File: src/rtl/uart_pkg.sv
// Shared UART definitions: FSM state encodings, bit-period calculation and frame size.
// Used by uart_tx and its bit timer.
package uart_pkg;

   localparam int DATA_BITS = 8;

   localparam logic [2:0] ST_IDLE   = 3'd0;
   localparam logic [2:0] ST_START  = 3'd1;
   localparam logic [2:0] ST_DATA   = 3'd2;
   localparam logic [2:0] ST_PARITY = 3'd3;
   localparam logic [2:0] ST_STOP   = 3'd4;

   // Clocks per bit, rounded to the nearest integer.
   function automatic int uart_div(input int clock, input int baud);
      return (clock + baud / 2) / baud;
   endfunction

endpackage

File: src/rtl/uart_tx_bittimer.sv
// Restartable bit-period counter: counts 0..DIV-1 while run is high and flags the last count.
// It holds at zero whenever run is low, so every frame starts on a fresh bit boundary.
module uart_tx_bittimer
   import uart_pkg::*;
#(
   parameter int DIV = uart_div(25000000, 9600)
) (
   input  logic clk,
   input  logic rst_n,
   input  logic run,
   input  logic restart,
   output logic tick
);

   localparam int CW = (DIV > 1) ? $clog2(DIV) : 1;
   localparam logic [CW-1:0] LAST = CW'(DIV - 1);

   logic [CW-1:0] cnt;

   always_ff @(posedge clk or negedge rst_n) begin
      if (!rst_n) begin
         cnt <= '0;
      end else if (restart || !run || cnt == LAST) begin
         cnt <= '0;
      end else begin
         cnt <= cnt + CW'(1);
      end
   end

   assign tick = run && (cnt == LAST);

endmodule

File: src/rtl/uart_tx.sv
// UART transmitter: one-entry holding register feeding an 8N1/8N2 serialiser, LSB first.
// Define UART_TX_PARITY_EN to insert an even-parity bit after the data bits.
module uart_tx
   import uart_pkg::*;
#(
   parameter int CLOCK     = 25000000,
   parameter int BAUD      = 9600,
   parameter int STOP_BITS = 1
) (
   input  logic       clk,
   input  logic       rst_n,
   input  logic [7:0] tx_byte,
   input  logic       tx_start,
   output logic       ready,
   output logic       busy,
   output logic       overrun,
   output logic       tx
);

   localparam int DIV = uart_div(CLOCK, BAUD);

   logic [2:0] state;
   logic [7:0] hold_data;
   logic       hold_valid;
   logic [7:0] shifter;
   logic [2:0] bit_idx;
   logic       stop_idx;
   logic       tick;
   logic       accept;
   logic       load;
   logic       stop_done;
`ifdef UART_TX_PARITY_EN
   logic       parity_bit;
`endif

   assign accept    = tx_start & ~hold_valid;
   assign stop_done = (STOP_BITS == 1) | stop_idx;
   // A queued byte enters the shifter from IDLE, or straight out of the last stop bit.
   assign load      = hold_valid & ((state == ST_IDLE) | ((state == ST_STOP) & tick & stop_done));

   uart_tx_bittimer #(.DIV(DIV)) u_bittimer (
      .clk     (clk),
      .rst_n   (rst_n),
      .run     (state != ST_IDLE),
      .restart (load),
      .tick    (tick)
   );

   always_ff @(posedge clk or negedge rst_n) begin
      if (!rst_n) begin
         hold_data  <= '0;
         hold_valid <= 1'b0;
         overrun    <= 1'b0;
      end else begin
         if (accept) begin
            hold_data <= tx_byte;
         end
         hold_valid <= accept | (hold_valid & ~load);
         overrun    <= tx_start & hold_valid;
      end
   end

   always_ff @(posedge clk or negedge rst_n) begin
      if (!rst_n) begin
         state    <= ST_IDLE;
         tx       <= 1'b1;
         shifter  <= '0;
         bit_idx  <= '0;
         stop_idx <= 1'b0;
`ifdef UART_TX_PARITY_EN
         parity_bit <= 1'b0;
`endif
      end else if (load) begin
         shifter  <= hold_data;
         tx       <= 1'b0;
         state    <= ST_START;
         bit_idx  <= '0;
         stop_idx <= 1'b0;
`ifdef UART_TX_PARITY_EN
         parity_bit <= ^hold_data;
`endif
      end else if (tick) begin
         case (state)
            ST_START: begin
               tx      <= shifter[0];
               shifter <= shifter >> 1;
               state   <= ST_DATA;
            end
            ST_DATA: begin
               if (bit_idx == 3'(DATA_BITS - 1)) begin
`ifdef UART_TX_PARITY_EN
                  tx    <= parity_bit;
                  state <= ST_PARITY;
`else
                  tx    <= 1'b1;
                  state <= ST_STOP;
`endif
               end else begin
                  tx      <= shifter[0];
                  shifter <= shifter >> 1;
                  bit_idx <= bit_idx + 3'd1;
               end
            end
`ifdef UART_TX_PARITY_EN
            ST_PARITY: begin
               tx    <= 1'b1;
               state <= ST_STOP;
            end
`endif
            ST_STOP: begin
               if (stop_done) begin
                  state <= ST_IDLE;
               end else begin
                  stop_idx <= 1'b1;
               end
            end
            default: state <= ST_IDLE;
         endcase
      end
   end

   assign ready = ~hold_valid;
   assign busy  = (state != ST_IDLE) | hold_valid;

endmodule

File: config.mk
export PLATFORM = sky130hd
export DESIGN_NAME = uart_tx
export DESIGN_NICKNAME = d
export VERILOG_FILES = /design/src/rtl/uart_pkg.sv /design/src/rtl/uart_tx_bittimer.sv /design/src/rtl/uart_tx.sv
export SDC_FILE = /design/constraint.sdc
export NUM_CORES = 1
export LEC_CHECK = 0
export CORE_ASPECT_RATIO = 1.25
export CORE_MARGIN = 3
export CORE_UTILIZATION = 55
export DETAILED_ROUTE_END_ITERATION = 8
export PLACE_DENSITY = 0.76
export RECOVER_POWER = 50
export SLEW_MARGIN = 20
export SYNTH_ARGS = -nofsm -noshare
export SYNTH_HDL_FRONTEND = slang
export SYNTH_SLANG_ARGS = --single-unit
File: constraint.sdc
create_clock -name clk -period 5.47 [get_ports clk]
set_clock_uncertainty 0.1 [all_clocks]
set_input_delay 1.641 -clock clk [delete_from_list [all_inputs] [get_ports clk]]
set_output_delay 1.641 -clock clk [all_outputs]
set_load 0.01 [all_outputs]
== After elaboration in Yosys (flattened, before gate mapping) ==
Index checks and enable logic that the tools add are counted.

* Bits in registers: 37
* Bits of input ports: 11
* Output and inout bits: 4
* Word-level logic and storage cells: 58

* Add/subtract/negate cells: 2
* Equality and inequality tests: 8
* Muxes and demuxes: 17
* Bitwise logic cells: 10
* Reduce and logical (&&, ||, !) cells: 13

{| class="wikitable"
|+ Operators by type and width
! operator !! count
|-
| 8-bit 2-to-1 mux || 3
|-
| 3-bit 2-to-1 mux || 7
|-
| 8-bit one-hot mux with 2 select lines || 1
|-
| 12-bit by 1-bit adder with 12-bit output (second input constant) || 1
|-
| 12-bit equality test (second input constant) || 1
|-
| 12-bit 2-to-1 mux || 1
|-
| 3-bit equality test (second input constant) || 2
|-
| 3-bit != test (second input constant) || 2
|-
| 3-bit one-hot mux with 2 select lines || 1
|-
| 3-bit AND reduction || 2
|-
| 3-bit nonzero test || 2
|-
| 1-bit bitwise AND || 5
|-
| 2-bit AND reduction || 2
|-
| 2-bit nonzero test || 2
|-
| 3-bit by 1-bit adder with 3-bit output (second input constant) || 1
|-
| 3-bit by 1-bit equality test with 1-bit output (second input constant) || 1
|-
| 3-bit by 2-bit equality test with 1-bit output (second input constant) || 1
|-
| 3-bit logical NOT || 1
|-
| 1-bit 2-to-1 mux || 3
|-
| 1-bit OR || 3
|-
| 1-bit logical OR || 2
|-
| 2-bit != test (second input constant) || 1
|-
| 1-bit NOT || 2
|-
| 1-bit one-hot mux with 2 select lines || 1
|-
| 2 further kinds || 2
|}

== Depth between registers and ports, before layout ==
* Depth after elaboration: 8
* Depth in mapped cells: 7
* Mapped depth without buffers: 6

== Cells and area by module ==
From an unflattened synthesis, not the netlist that was laid out.

* Cells, all modules: 147
* Area, all modules: 1,790.5 µm²

{| class="wikitable"
|+ Modules (own cells, without submodules)
! module !! instances !! cells each !! area each (µm²) !! seq. area each (µm²)
|-
| uart_tx || 1 || 86 || 1,154.9 || 626.9
|-
| uart_tx_bittimer || 1 || 61 || 635.6 || 300.3
|}

== Least setup slack after synthesis ==
No wires, ideal clock.

* Path kind: reg2out
* From: reg state[2]
* To: out busy
* Arrival time: 0.889 ns
* Required time: 3.729 ns
* Path slack: 2.840 ns
* Cell stages (with the launch flop): 4
* Path buffers: 1
* Cells stage by stage: dfrtp_1 clkbuf_1 nor3_1 nand2_1

* Longest elaborated chain between the ends: 2

{| class="wikitable"
|+ RTL lines
! what !! line !! RTL
|-
| start, declared || uart_tx.sv:22 || <nowiki>logic [2:0] state;</nowiki>
|-
| start signal, assigned || uart_tx.sv:65 || <nowiki>state <= ST_IDLE;</nowiki>
|-
| start signal, assigned || uart_tx.sv:76 || <nowiki>state <= ST_START;</nowiki>
|-
| start signal, assigned || uart_tx.sv:87 || <nowiki>state <= ST_DATA;</nowiki>
|-
| 3-bit nonzero test || uart_tx.sv:123 || <nowiki>assign busy = (state != ST_IDLE) | hold_valid;</nowiki>
|-
| 1-bit OR || uart_tx.sv:123 ||
|-
| end, declared || uart_tx.sv:15 || <nowiki>output logic busy,</nowiki>
|}

Every way passes these cells.

==> flow_summary.yaml <==
power_and_ir_drop:
  power.switching_uw: 285
  pwr-share-clk_pct: 23.4
  power_leakage_uw: 0.000949
  pwr-share-seq_pct: 48.7
  swShare_pct: 32.0
  intPower_uw: 606
  p_per_area_mw_per_mm2: 411
  vdd_ir_drop_max_uv: 289
  pwr-share-comb_pct: 27.9
timing:
  setup_viol: 0
  slew_viol_final: 38
  period_share_pct: 66.6
  fmax_mhz: 274
  fin_tns_setup_ps: 0
  maxSlewHeadroom_pct: -29.4
  setup_slack_ps: 1830
  worstMarginPinSlew_ps: 1940
  rsz0062_at_grt: "no"
  final.min_clock_period_ps: 3640
  hold_slack_ps: 380
  hold_viol_final: 0
job:
  maxCapViolations: 1
synthesis:
  seq_area_frac_synth_pct: 48.3
  synth-async-reset-ratio_pct: 100
  synth_area_leaders: "dfrtp_1 47%, mux2i_1 7.3%, mux2_2 4.7%"
  yosysTopAreaCellShare_pct: 47.0
  yosysTopAreaCell: "dfrtp_1"
  syn_area_mm2: 0.00192
  syn_area_per_cell_um2: 10.8
  synth_edf_count: 0
  syn_inst: 177
  syn-num-nets: 191
  ys_types: 45
  ys.flop_type: "dfrtp_1"
  ys_seq_elements: 37
  ys_warn_count: 0
drt:
  drtPass1Iterations: 4
  ant_nets: 0
  routed_via_density: 5.84
  drt_iter0_drc: 34
  wl_per_cell_um: 15.7
  num_vias: 1337
  totalWireLength_um: 3590
  drc: 0
setup_path:
  critPathKind: "primary input to asynchronous set/reset pin"
  required_ps: 5400
  crit_path_start_kind: "primary input"
  end_kind: "asynchronous set/reset pin"
  crit_slowest_cell: "clkbuf_1"
  slowest_delay_ps: 1380
  cpLargestDelayFamily: "buffers and inverters"
  worstPathArrival_ps: 3570
  cp_max_fo: 37
  crit_chain: "dlygate4sd3_1, clkbuf_1"
  cp.buffers_inverters: 2
clock_network:
  cts-root-buf: "clkbuf_8"
  clock_path_buffers: 2
  cts_setup_buffers: 0
  h-tree-depth: 2
  numCtsBuffers: 5
  path_clk_slew_ps: 70
  cts_hold_buf: 0
  cts_tree: "yes"
  worstSkewPairLatency_ps: 290
  cts_resized: 0
  clock_sinks: 37
floorplanning:
  rows: 23
  fp.dieW_um: 58.8
  design.die.area_mm2: 0.00424
  die_y_um: 72.0
  core_area_mm2: 0.00328
  start_util_pct: 58.5
  io_pins: 15
finish:
  layout-drive-gt1-share_pct: 12.0
  nFillCells: 271
  syn2layout_area_growth_pct: 13.1
  layout.nets: 205
  final_common_cell: "dfrtp_1"
  diodes: 0
  layout_common_cells: "36 x dfrtp_1, 17 x nor2_1, 14 x mux2i_1, 13 x inv_1, 12 x clkdlybuf4s50_1"
status:
  status: "finished with violations"
  failed_checks: "max-capacitance violations, max-slew violations"
worst_hold_path:
  hp-class: "register to register"
global_routing:
  gr-total-overflow: 0
  grt_usage_pct: 19.8
  grt_pass1_wl_um: 6330
  grt_antenna_before_repair: 0
  grt_max_degree: 38
  grt_pass1_vias: 1384
placement:
  dpl_worst_slack_ps: 2130
  hpwl_um: 2520
  gp_congestion: 0.805
  numPortBuffers: 14
[registers in the layout, indices dropped and copies added, names as in the netlist]
name	count
bit_idx	3
hold_data	8
hold_valid	1
overrun	1
shifter	8
state	3
tx	1
u_bittimer.cnt	12
[layout make-up]
class | count | area, µm² | share of cell area [%]
Clock buffer | 7 | 96.3 | 4.44
Clock inverter | 1 | 5.00 | 0.231
Inverter | 13 | 48.8 | 2.25
Multi-Input combinational cell | 118 | 895 | 41.2
Sequential cell | 37 | 927 | 42.7
Tap cell | 37 | 46.3 | 2.13
Timing Repair Buffer | 16 | 151 | 6.98
[cell families after synthesis]
| group | after synthesis | share of synthesized area [%] |
|---|---|---|
| and+or+nand+nor | 59 | 17.7 |
| DFF | 37 | 48.3 |
| muxes | 23 | 12.8 |
| adders and majority gates | 3 | 1.96 |
| xor gates and xnor gates | 11 | 5.02 |
| buffers and inverters | 22 | 4.76 |
| AOI/OAI and AO/OA | 22 | 9.39 |
[metal layers]
layer,vias up,share of wire (%),track usage [%]
met5,-,0,0
li1,646,-,-
met4,0,2.1,8.56
met1,658,44,24.4
met2,22,50,32.1
met3,11,3.7,5.52
[power groups by stage]
stage	combinational, µW	clock (µW)	sequential (µW)
6_report	249	209	434
5_1_grt	284	225	449
4_1_cts	256	213	435
3_5_place_dp	252	0	439
3_3_place_gp	238	0	436
2_1_floorplan	192	0	419
[worst paths after layout]
check / slack, ps / endpoint / cells after the start / start
max in group clk: 2040 / busy / 3 / state[2]$_DFFE_PN0P_
min in group asynchronous: 2320 / shifter[0]$_DFFE_PN0P_ / 2 / rst_n
hold / removal: 380 / bit_idx[0]$_DFFE_PN0P_ / 1 / bit_idx[0]$_DFFE_PN0P_
hold reg to reg: 380 / bit_idx[0]$_DFFE_PN0P_ / 1 / bit_idx[0]$_DFFE_PN0P_
setup / recovery: 1830 / u_bittimer.cnt[0]$_DFF_PN0_ / 2 / rst_n
setup reg to reg: 2430 / shifter[0]$_DFFE_PN0P_ / 4 / u_bittimer.cnt[7]$_DFF_PN0_
[metrics by stage]
stage / total power, µW / utilization, % / area, µm² / std cells
after floorplan: 611 / - / 1920 / 177
after global placement: 674 / 63.3 / 2080 / 221
after detailed placement: 691 / 63.3 / 2080 / 221
after CTS: 904 / 66.4 / 2180 / 229
after global routing: 958 / 66.1 / 2170 / 229
final: 892 / 66.1 / 2170 / 229
[cell usage after synthesis (3+ instances only)]
cell	n
a221oi_1	6
buf_2	3
clkbuf_1	3
dfrtp_1	36
ha_1	3
inv_1	13
mux2_2	8
mux2i_1	14
nand2_1	5
nand2b_1	7
nand3_1	6
nand4_1	4
nor2_1	17
nor3_1	4
o21ai_0	4
xnor2_1	5
xor2_1	6
[worst reg2reg max path: cells and delay by family (launching register included)]
| kind | cells | cell delay, ps |
|---|---|---|
| AO/OA/AOI/OAI | 1 | 420 |
| flip-flops | 1 | 440 |
| multiplexers | 1 | 340 |
| AND/OR/NAND/NOR | 2 | 1640 |
Power figures use the tool's default switching activity.
